`config.mk`:
```
export PLATFORM = sky130hd
export DESIGN_NAME = apb_requester_engine
export DESIGN_NICKNAME = d
export VERILOG_FILES = /design/src/rtl/apb_requester_engine_pkg.sv /design/src/rtl/apb_requester_engine.sv
export SDC_FILE = /design/constraint.sdc
export NUM_CORES = 1
export LEC_CHECK = 0
export CORE_ASPECT_RATIO = 0.6
export CORE_MARGIN = 1
export CORE_UTILIZATION = 38
export DETAILED_ROUTE_END_ITERATION = 16
export PLACE_DENSITY = 0.76
export SLEW_MARGIN = 15
export SYNTH_ARGS = -nofsm -noshare
export SYNTH_HDL_FRONTEND = slang
export SYNTH_SLANG_ARGS = --single-unit
```
`constraint.sdc`:
```
create_clock -name clk -period 1.9 [get_ports clk]
set_clock_uncertainty 0.1 [all_clocks]
set_input_delay 0.285 -clock clk [delete_from_list [all_inputs] [get_ports clk]]
set_output_delay 0.285 -clock clk [all_outputs]
set_load 0.01 [all_outputs]
```
`src/rtl/apb_requester_engine_pkg.sv`:
```
// Shared APB types for requester/completer blocks: request and response records
// exchanged between a local controller and the APB bus engine.
package apb_requester_engine_pkg;

    localparam int APB_DATA_WIDTH     = 16;
    localparam int APB_MAX_ADDR_WIDTH = 32;

    typedef struct packed {
        logic                          write;
        logic [APB_MAX_ADDR_WIDTH-1:0] addr;
        logic [APB_DATA_WIDTH-1:0]     wdata;
    } apb_req_t;

    typedef struct packed {
        logic [APB_DATA_WIDTH-1:0] rdata;
        logic                      err;
        logic                      timeout;
    } apb_resp_t;

endpackage

```
`src/rtl/apb_requester_engine.sv`:
```
// Single-outstanding APB3 requester: valid/ready request in, SETUP/ACCESS on the bus,
// registered response out, with a per-transaction ACCESS-phase timeout.
module apb_requester_engine
    import apb_requester_engine_pkg::*;
#(
    parameter int ADDR_WIDTH     = 12,
    parameter int DATA_WIDTH     = 16,
    parameter int TIMEOUT_CYCLES = 255
) (
    input  logic                  clk,
    input  logic                  rst,
    input  logic                  req_valid,
    output logic                  req_ready,
    input  logic                  req_write,
    input  logic [ADDR_WIDTH-1:0] req_addr,
    input  logic [DATA_WIDTH-1:0] req_wdata,
    output logic                  resp_valid,
    input  logic                  resp_ready,
    output logic [DATA_WIDTH-1:0] resp_rdata,
    output logic                  resp_err,
    output logic                  resp_timeout,
    output logic                  psel,
    output logic                  penable,
    output logic                  pwrite,
    output logic [ADDR_WIDTH-1:0] paddr,
    output logic [DATA_WIDTH-1:0] pwdata,
    input  logic                  pready,
    input  logic [DATA_WIDTH-1:0] prdata,
    input  logic                  pslverr
);

    if (DATA_WIDTH != APB_DATA_WIDTH) begin : g_width_check
        $error("apb_requester_engine supports DATA_WIDTH == 16 only");
    end

    typedef enum logic [1:0] {IDLE, SETUP, ACCESS, RESP} state_t;

    localparam int CNT_W = (TIMEOUT_CYCLES < 1) ? 1 : $clog2(TIMEOUT_CYCLES + 1);
    localparam logic [CNT_W-1:0] CNT_LAST = CNT_W'(TIMEOUT_CYCLES > 0 ? TIMEOUT_CYCLES - 1 : 0);
    localparam logic [CNT_W-1:0] CNT_MAX  = '1;

    state_t           state;
    state_t           state_next;
    logic [CNT_W-1:0] cnt;
    apb_resp_t        resp_q;
    logic             accept;
    logic             timeout_hit;

    assign accept      = req_valid && req_ready;
    // Terminal count is reached in the T-th ACCESS cycle without pready.
    assign timeout_hit = (TIMEOUT_CYCLES != 0) && (cnt == CNT_LAST);

    // NOTE: sequential state uses non-blocking assignments so every flop samples pre-edge values.
    always_ff @(posedge clk or posedge rst) begin
        if (rst) state <= IDLE;
        else     state <= state_next;
    end

    // NOTE: defaults come first so no path through the block leaves a signal unassigned (no latch).
    always_comb begin
        state_next = state;
        case (state)
            IDLE:    if (accept) state_next = SETUP;
            SETUP:   state_next = ACCESS;
            ACCESS:  if (pready || timeout_hit) state_next = RESP;
            RESP:    if (resp_ready) state_next = IDLE;
            default: state_next = IDLE;
        endcase
    end

    always_ff @(posedge clk or posedge rst) begin
        if (rst) begin
            req_ready <= 1'b0;
            pwrite    <= 1'b0;
            paddr     <= '0;
            pwdata    <= '0;
            cnt       <= '0;
            resp_q    <= '0;
        end else begin
            req_ready <= (state_next == IDLE);
            if (accept) begin
                pwrite <= req_write;
                paddr  <= req_addr;
                pwdata <= req_wdata;
            end
            if (state == SETUP) begin
                cnt <= '0;
            end else if (state == ACCESS && !pready && cnt != CNT_MAX) begin
                cnt <= cnt + 1'b1;
            end
            // pready has priority over a coincident terminal count.
            if (state == ACCESS) begin
                if (pready) begin
                    resp_q.rdata   <= (!pwrite && !pslverr) ? prdata : '0;
                    resp_q.err     <= pslverr;
                    resp_q.timeout <= 1'b0;
                end else if (timeout_hit) begin
                    resp_q.rdata   <= '0;
                    resp_q.err     <= 1'b1;
                    resp_q.timeout <= 1'b1;
                end
            end
        end
    end

    assign psel         = (state == SETUP) || (state == ACCESS);
    assign penable      = (state == ACCESS);
    assign resp_valid   = (state == RESP);
    assign resp_rdata   = resp_q.rdata;
    assign resp_err     = resp_q.err;
    assign resp_timeout = resp_q.timeout;

endmodule

```
# Yosys cells after proc, flatten, opt, wreduce, memory -nomap -nowiden
# Cells that the tools add are included.
dict set report word_totals {
  reg_bits 58
  input_bits 51
  output_inout_bits 51
  elab_cells 38
}
dict set report classes {
  add_sub_neg 1
  n_eq_ne 5
  n_mux 9
  reduce_logical 14
}
# operator count
set ops {}
lappend ops {{two-way mux 18 bit} 2}
lappend ops {{two-way mux 16 bit} 1}
lappend ops {{two-way mux 8 bit} 2}
lappend ops {{adder 8 x 1 -> 8 bit, second input constant} 1}
lappend ops {{== test 8 bit, second input constant} 1}
lappend ops {{inequality test 8 bit, second input constant} 1}
lappend ops {{case mux 2 bit (4 select lines)} 1}
lappend ops {{two-way mux 2 bit} 3}
lappend ops {{== test 2 bit, second input constant} 2}
lappend ops {{logical AND 1 bit} 4}
lappend ops {{logical NOT 2 bit} 2}
lappend ops {{nonzero test 2 bit} 2}
lappend ops {{logical NOT 1 bit} 3}
lappend ops {{== test 2 x 1 -> 1 bit, second input constant} 1}
lappend ops {{logical OR 1 bit} 2}
lappend ops {{AND reduction 2 bit} 1}

# Depth between registers and ports, before layout
# Gate-level depths: netlist of the first run.
dict set report logic_depth {
  ltp_word 5
  ltp_mapped 7
  ltp_nobuf 6
}

# Least setup slack after synthesis of the first run
# OpenSTA, ideal clock, no wires.
dict set report synth_path {
  path_kind {flip-flop to flip-flop}
  from {register state[0]}
  to {register cnt[7]}
  setup_time_ps 78
  t_arrival_ps 1656
  t_required_ps 1722
  path_slack_ps 66
  stages_incl_launch_ff 7
  n_path_buf 1
  period_less_slack_ps 1834
  path_cell_list {dfrtp_1 > inv_1 > ha_1 > buf_2 > o211ai_2 > or4_1 > a21oi_1}
}
dict set report synth_via {
  elab_chain_len 4
  elab_cells_between_ends 6
  classes_between {eq/ne: 2; mux: 1; reduce/logical: 3}
}
# item line
set synth_lines {}
lappend synth_lines {{start, declared} apb_requester_engine.sv:42} ;# state_t state;
lappend synth_lines {{start signal, assigned} apb_requester_engine.sv:56} ;# else state <= state_next;
lappend synth_lines {{== test 2 bit} --}
lappend synth_lines {{via penable} apb_requester_engine.sv:23} ;# output logic penable,
lappend synth_lines {{logical AND 1 bit (2 in a row)} apb_requester_engine.sv:88} ;# end else if (state == ACCESS && !pready && cnt != CNT_MAX) begin
lappend synth_lines {{nonzero test 2 bit (no line)} --}
lappend synth_lines {{end signal, assigned} apb_requester_engine.sv:89} ;# cnt <= cnt + 1'b1;
lappend synth_lines {{end, declared} apb_requester_engine.sv:44} ;# logic [CNT_W-1:0] cnt;
# The timed path passes the listed nets, and every way through them passes these cells.
# A chain may end at the register's enable or synchronous reset.

# Worst setup path after layout of the first run
dict set report layout_path {
  from {register state[0]}
  to {output psel}
}
dict set report layout_via {
  elab_chain_len 2
  elab_cells_between_ends 3
  classes_between {eq/ne: 2; reduce/logical: 1}
}
# item line
set layout_lines {}
lappend layout_lines {{== test 2 x 1 -> 1 bit or == test 2 bit (tied branches)} apb_requester_engine.sv:106} ;# assign psel = (state == SETUP) || (state == ACCESS);
lappend layout_lines {{logical OR 1 bit *} apb_requester_engine.sv:106}
lappend layout_lines {{end, declared} apb_requester_engine.sv:22} ;# output logic psel,
# Every way passes the cells marked *; elsewhere a longest branch is shown, timed or not.

==> results of run 1 <==
[critical path: cells and delay by family (launching register included)]
kind	cells	cell delay, ns
adders and majority gates	1	0.25
buffers and inverters	2	0.43
DFF	1	0.39
[sequential cells by signal (all words and copies together) (netlist names)]
name          count
req_ready         1
pwdata           16
resp_timeout      1
state             2
cnt               8
paddr            12
resp_rdata       16
resp_err          1
pwrite            1
[layout make-up]
| type | instances | area, um^2 | area share (%) |
|---|---|---|---|
| flip-flops and latches | 58 | 1451 | 38.49 |
| repair buffers | 111 | 1107 | 29.36 |
| multi-input cells | 103 | 890.9 | 23.62 |
| clock buffers | 11 | 141.4 | 3.749 |
| well taps | 80 | 100.1 | 2.654 |
| clock inverters | 5 | 53.80 | 1.427 |
| inverters | 7 | 26.28 | 0.6967 |
[repair_timing]
| item | in CTS | in global routing |
|---|---|---|
| setup buffers | 1 | 0 |
| endpoints found under the hold margin | 0 | 0 |
| gates resized for setup | 5 | 0 |
| setup endpoints to repair | 3 | 0 |
[worst paths after layout]
check	startpoint	to	slack, ns
worst max-delay path	state[0]	psel	0.12
worst min-delay path	rst	resp_rdata[6]	0.25
worst max register to register	cnt[0]	resp_rdata[14]	0.16
worst min register to register	resp_rdata[9]	resp_rdata[9]	0.40
max in group asynchronous	rst	cnt[7]	1.20
min in group clk	resp_rdata[9]	resp_rdata[9]	0.40
[synth_stat cells]
cell type	number	share of area (%)
o21ai_0	3	0.63
nor3_1	1	0.21
o22ai_1	1	0.26
nor2_1	7	1.1
nand3_1	1	0.21
nand4_1	2	0.52
and2_1	1	0.26
o31ai_1	2	0.63
nor2b_1	2	0.52
or3_2	1	0.31
xnor2_1	1	0.37
or2_1	1	0.26
o211ai_1	1	0.31
nor3_2	1	0.42
and3b_1	1	0.37
or2_2	1	0.26
o211ai_2	1	0.52
or4_1	1	0.31
clkbuf_1	2	0.31
o21ai_2	1	0.37
a2bb2oi_1	1	0.37
or3_1	1	0.26
nand3_2	1	0.42
a21boi_1	1	0.31
nand3b_1	1	0.31
mux2i_1	1	0.42
inv_1	7	1.1
and4_2	1	0.42
dfrtp_1	58	61
buf_2	5	1.0
a21oi_1	7	1.5
mux2_2	29	14
xor2_1	3	1.1
nand2_1	4	0.63
ha_1	6	3.1
nand4_2	1	0.52
a22o_1	16	5.9
[cells by family after synthesis]
kind of cell | count (synthesis) | share of synthesized area, %
fa+ha+maj | 6 | 3.143
simple gates | 29 | 7.334
xor+xnor | 4 | 1.467
flops | 58 | 60.76
buf+inv | 14 | 2.462
mux | 30 | 14.09
compound gates | 34 | 10.74
[metal layers]
layer / GRT usage, % / vias up / part of all wire [%]
li1: - / 854 / -
met1: 25.20 / 879 / 46
met2: 29.55 / 80 / 46
met3: 7.660 / 2 / 7.8
met4: 5.357 / 0 / 0.14
met5: 0 / - / 0
[where the power goes]
| part | switching (mW) | leakage (nW) | internal (mW) |
|---|---|---|---|
| Combinational | 0.946 | 0.804 | 1.50 |
| Sequential | 0.282 | 0.728 | 1.74 |
| Clock | 0.486 | 0.103 | 0.637 |
[per-stage QoR]
step           power (mW)  worst slack, ns  cells
5_1_grt             5.939          0.01299    375
3_5_place_dp        4.493          0.03937    358
4_1_cts             5.663           0.1107    375
6_report            5.594           0.1198    375
2_1_floorplan       3.094          0.06611    175
3_3_place_gp        4.427          0.07668    358
==> impl_metrics.tcl, run 1 <==
set metrics [dict create \
    drc 0 \
    startpoint_type "register" \
    min_period_over_period_pct 93.70 \
    setup_viol 0 \
    max-slew-margin-rel_pct 53.13 \
    maxCapViolations 0 \
    synthToLayoutAreaGrowth_pct 57.88 \
    drive_above_1_share_pct 21.69 \
    reg2reg_depth 6 \
    place_area_mm2 0.003560 \
    cts_inserted_buffers 9 \
    first_pass_iters 4 \
    grt_usage_pct 19.23 \
    num_io_pins 102 \
    power_density_mw_per_mm2 1483 \
    nFillCells 483 \
    fin_area_mm2 0.003771 \
    die_h_um 63.41 \
    diodes 0 \
    clk_pin_slew_ns 0.07 \
    critical_path_required_ns 1.51 \
    path_cells "inv_1 > ha_1 > dlygate4sd2_1" \
    crit_path_max_incr_delay_ns 0.39 \
    routed_wl_um 5891 \
    vias 1815 \
    tightestPinTransition_ns 0.7030 \
    finalHoldViolations 0 \
    final_cell_mix "98 x clkdlybuf4s50_1, 58 x dfrtp_1, 29 x mux2_2" \
    dp_hpwl_um 4099 \
    wl_per_cell_um 15.71 \
    status "complete, no violations" \
    max_freq_mhz 561.7 \
    synth_cells 175 \
    synth_seq_cells 58 \
    critPathSlowestCell "dfrtp_1" \
    period_needed_ns 1.780 \
    end_kind "output pin" \
    setup_tns_ns 0 \
    p_leak_nw 1.636 \
    fin_hold_ws_ns 0.2473 \
    synth_cell_types 37 \
    ir_drop_uv 639.3 \
    ys_seq_area_share_pct 60.76 \
    grt_pass1_wl_um 9729 \
    layout.nets 347 \
    rsz0062_at_grt "no" \
    port_buffers 101 \
    grt-ovfl-total 0 \
    detail-route-antenna-nets 0 \
    syn_nets 232 \
    clockBufferDepth 2 \
    postSynthAreaPerCell_um2 13.65 \
    synth_area_mm2 0.002389 \
    place_congestion 0.7692 \
    tritoncts "built" \
    rows 21 \
    crit_type "reg -> out" \
    cts_max_level 3 \
    clock-sinks 58 \
    hold_path.class "in -> async" \
    mostFrequentLayoutCell "clkdlybuf4s50_1" \
    yosysWarnings 0 \
    vias_per_cell 4.840 \
    maxSlewViolCount 0 \
    cp_max_fo 3 \
    antenna_found_initial 0 \
    cts-root-buf "clkbuf_8" \
    die_w_um 104.4 \
    die_area_mm2 0.006617 \
    core_area_mm2 0.005807 \
    start_util_pct 41.13 \
    fin_util_pct 64.94 \
    drt-initial-drc-count 74 \
    cts-hold-fix-buffers 0 \
    insertion_delay_ns 0.32 \
    grt_max_degree 59 \
    grt_pass1_vias 1892 \
    worst_ep_arrival_time_ns 1.40 \
]
No activity file was read; power rests on OpenSTA's default activity.
==> inputs of run 2 (changes only) <==
Settings changed: RECOVER_POWER set to 25.
==> run 2 against run 1 <==
Via count increased by 0.66%. Die area unchanged. Hold slack improved by 0.15 ns. Wire length up 0.48%. Design area down 0.33%. Fmax barely moved. Flip-flop and latch count is the same. Worst setup slack got worse by 0.0016 ns. Largest cell class unchanged. Highest routed layer unchanged.
==> impl_metrics.tcl, run 2 (synthesis results as in run 1) <==
set metrics [dict create \
    layout.nets 347 \
    nFillCells 485 \
    grt_pass1_wl_um 9729 \
    grt_max_degree 59 \
    fin_util_pct 64.73 \
    cp_max_fo 3 \
    status "complete, no violations" \
    diodes 0 \
    maxSlewViolCount 0 \
    setup_viol 0 \
    power_density_mw_per_mm2 1489 \
    die_area_mm2 0.006617 \
    antenna_found_initial 0 \
    tritoncts "built" \
    max-slew-margin-rel_pct 47.60 \
    vias 1827 \
    first_pass_iters 5 \
    drive_above_1_share_pct 21.36 \
    place_area_mm2 0.003560 \
    clock-sinks 58 \
    max_freq_mhz 561.2 \
    die_h_um 63.41 \
    grt_usage_pct 19.23 \
    path_cells "inv_1 > ha_1 > dlygate4sd2_1" \
    cts_inserted_buffers 9 \
    dp_hpwl_um 4099 \
    pre_cts_ws_ns 0.03937 \
    tightestPinTransition_ns 0.7859 \
    final_cell_mix "97 x clkdlybuf4s50_1, 58 x dfrtp_1, 29 x mux2_2" \
    regArea_mm2 0.001451 \
    period_needed_ns 1.782 \
    insertion_delay_ns 0.33 \
    fin_hold_ws_ns 0.3979 \
    synthToLayoutAreaGrowth_pct 57.36 \
    grt-ovfl-total 0 \
    die_w_um 104.4 \
    path_buf_inv 2 \
    clk_pin_slew_ns 0.07 \
    multiInputGateArea_um2 890.9 \
    maxCapViolations 0 \
    vias_per_cell 4.872 \
    detail-route-antenna-nets 0 \
    port_buffers 101 \
    fin_area_mm2 0.003759 \
    startpoint_type "register" \
    rows 21 \
    worst_ep_arrival_time_ns 1.40 \
    crit_path_max_incr_delay_ns 0.39 \
    core_area_mm2 0.005807 \
    start_util_pct 41.13 \
    ir_drop_uv 640.5 \
    critPathSlowestCell "dfrtp_1" \
    place_congestion 0.7692 \
    min_period_over_period_pct 93.78 \
    path_delay_family "buffers and inverters" \
    drt-initial-drc-count 81 \
    rsz0062_at_grt "no" \
    num_io_pins 102 \
    drc 0 \
    post-route-worst-setup-slack_ns 0.1182 \
    routed_wl_um 5919 \
    setup_tns_ns 0 \
    cts_max_level 3 \
    wl_per_cell_um 15.78 \
    end_kind "output pin" \
    crit_type "reg -> out" \
    finalHoldViolations 0 \
    mostFrequentLayoutCell "clkdlybuf4s50_1" \
    clockBufferDepth 2 \
    p_leak_nw 1.629 \
    critical_path_required_ns 1.51 \
    cts-hold-fix-buffers 0 \
    grt_pass1_vias 1892 \
    hold_path.class "reg -> reg" \
    cts-root-buf "clkbuf_8" \
]
==> run 2: report_power, final <==
group	switching [mW]	total, mW	internal [mW]
combinational	0.947	2.44	1.50
sequential	0.282	2.02	1.74
clock	0.491	1.13	0.637
total	1.72	5.60	3.88
==> run 2: final timing paths <==
path,start,endpoint,slack [ns],depth (start not counted)
min reg2reg,resp_rdata[9],resp_rdata[9],0.40,1
min,resp_rdata[9],resp_rdata[9],0.40,1
max in group asynchronous,rst,cnt[7],0.62,3
min in group asynchronous,rst,pwdata[8],0.58,3
max reg2reg,cnt[0],resp_rdata[14],0.16,6
max,state[0],psel,0.12,3
==> run 2: cell type report <==
type	count	share of cell area (%)
multi-input cells	103	23.70
repair buffers	111	29.13
clock inverters	5	1.431
clock buffers	11	3.762
flip-flops and latches	58	38.62
inverters	7	0.6991
well taps	80	2.663
==> run 2: per-stage QoR <==
step / total power [mW] / instances
after floorplan: 3.094 / 175
after global placement: 4.427 / 358
after detailed placement: 4.493 / 358
after CTS: 5.663 / 375
after global routing: 5.934 / 375
final: 5.595 / 375
==> run 2: what timing repair did <==
action | CTS | global route
buffers inserted | 1 | 0
endpoints found under the setup margin | 3 | 0
resized for setup | 5 | 0
hold endpoints to repair | 0 | 0
==> run 2: metal layers <==
layer	up-vias	global-route usage (%)	wire length [um]	share of wire, %
li1	855	-	-	-
met1	883	25.20	2726	46
met2	84	29.55	2716	46
met3	5	7.660	450	7.6
met4	0	5.357	26	0.44
met5	-	0	0	0
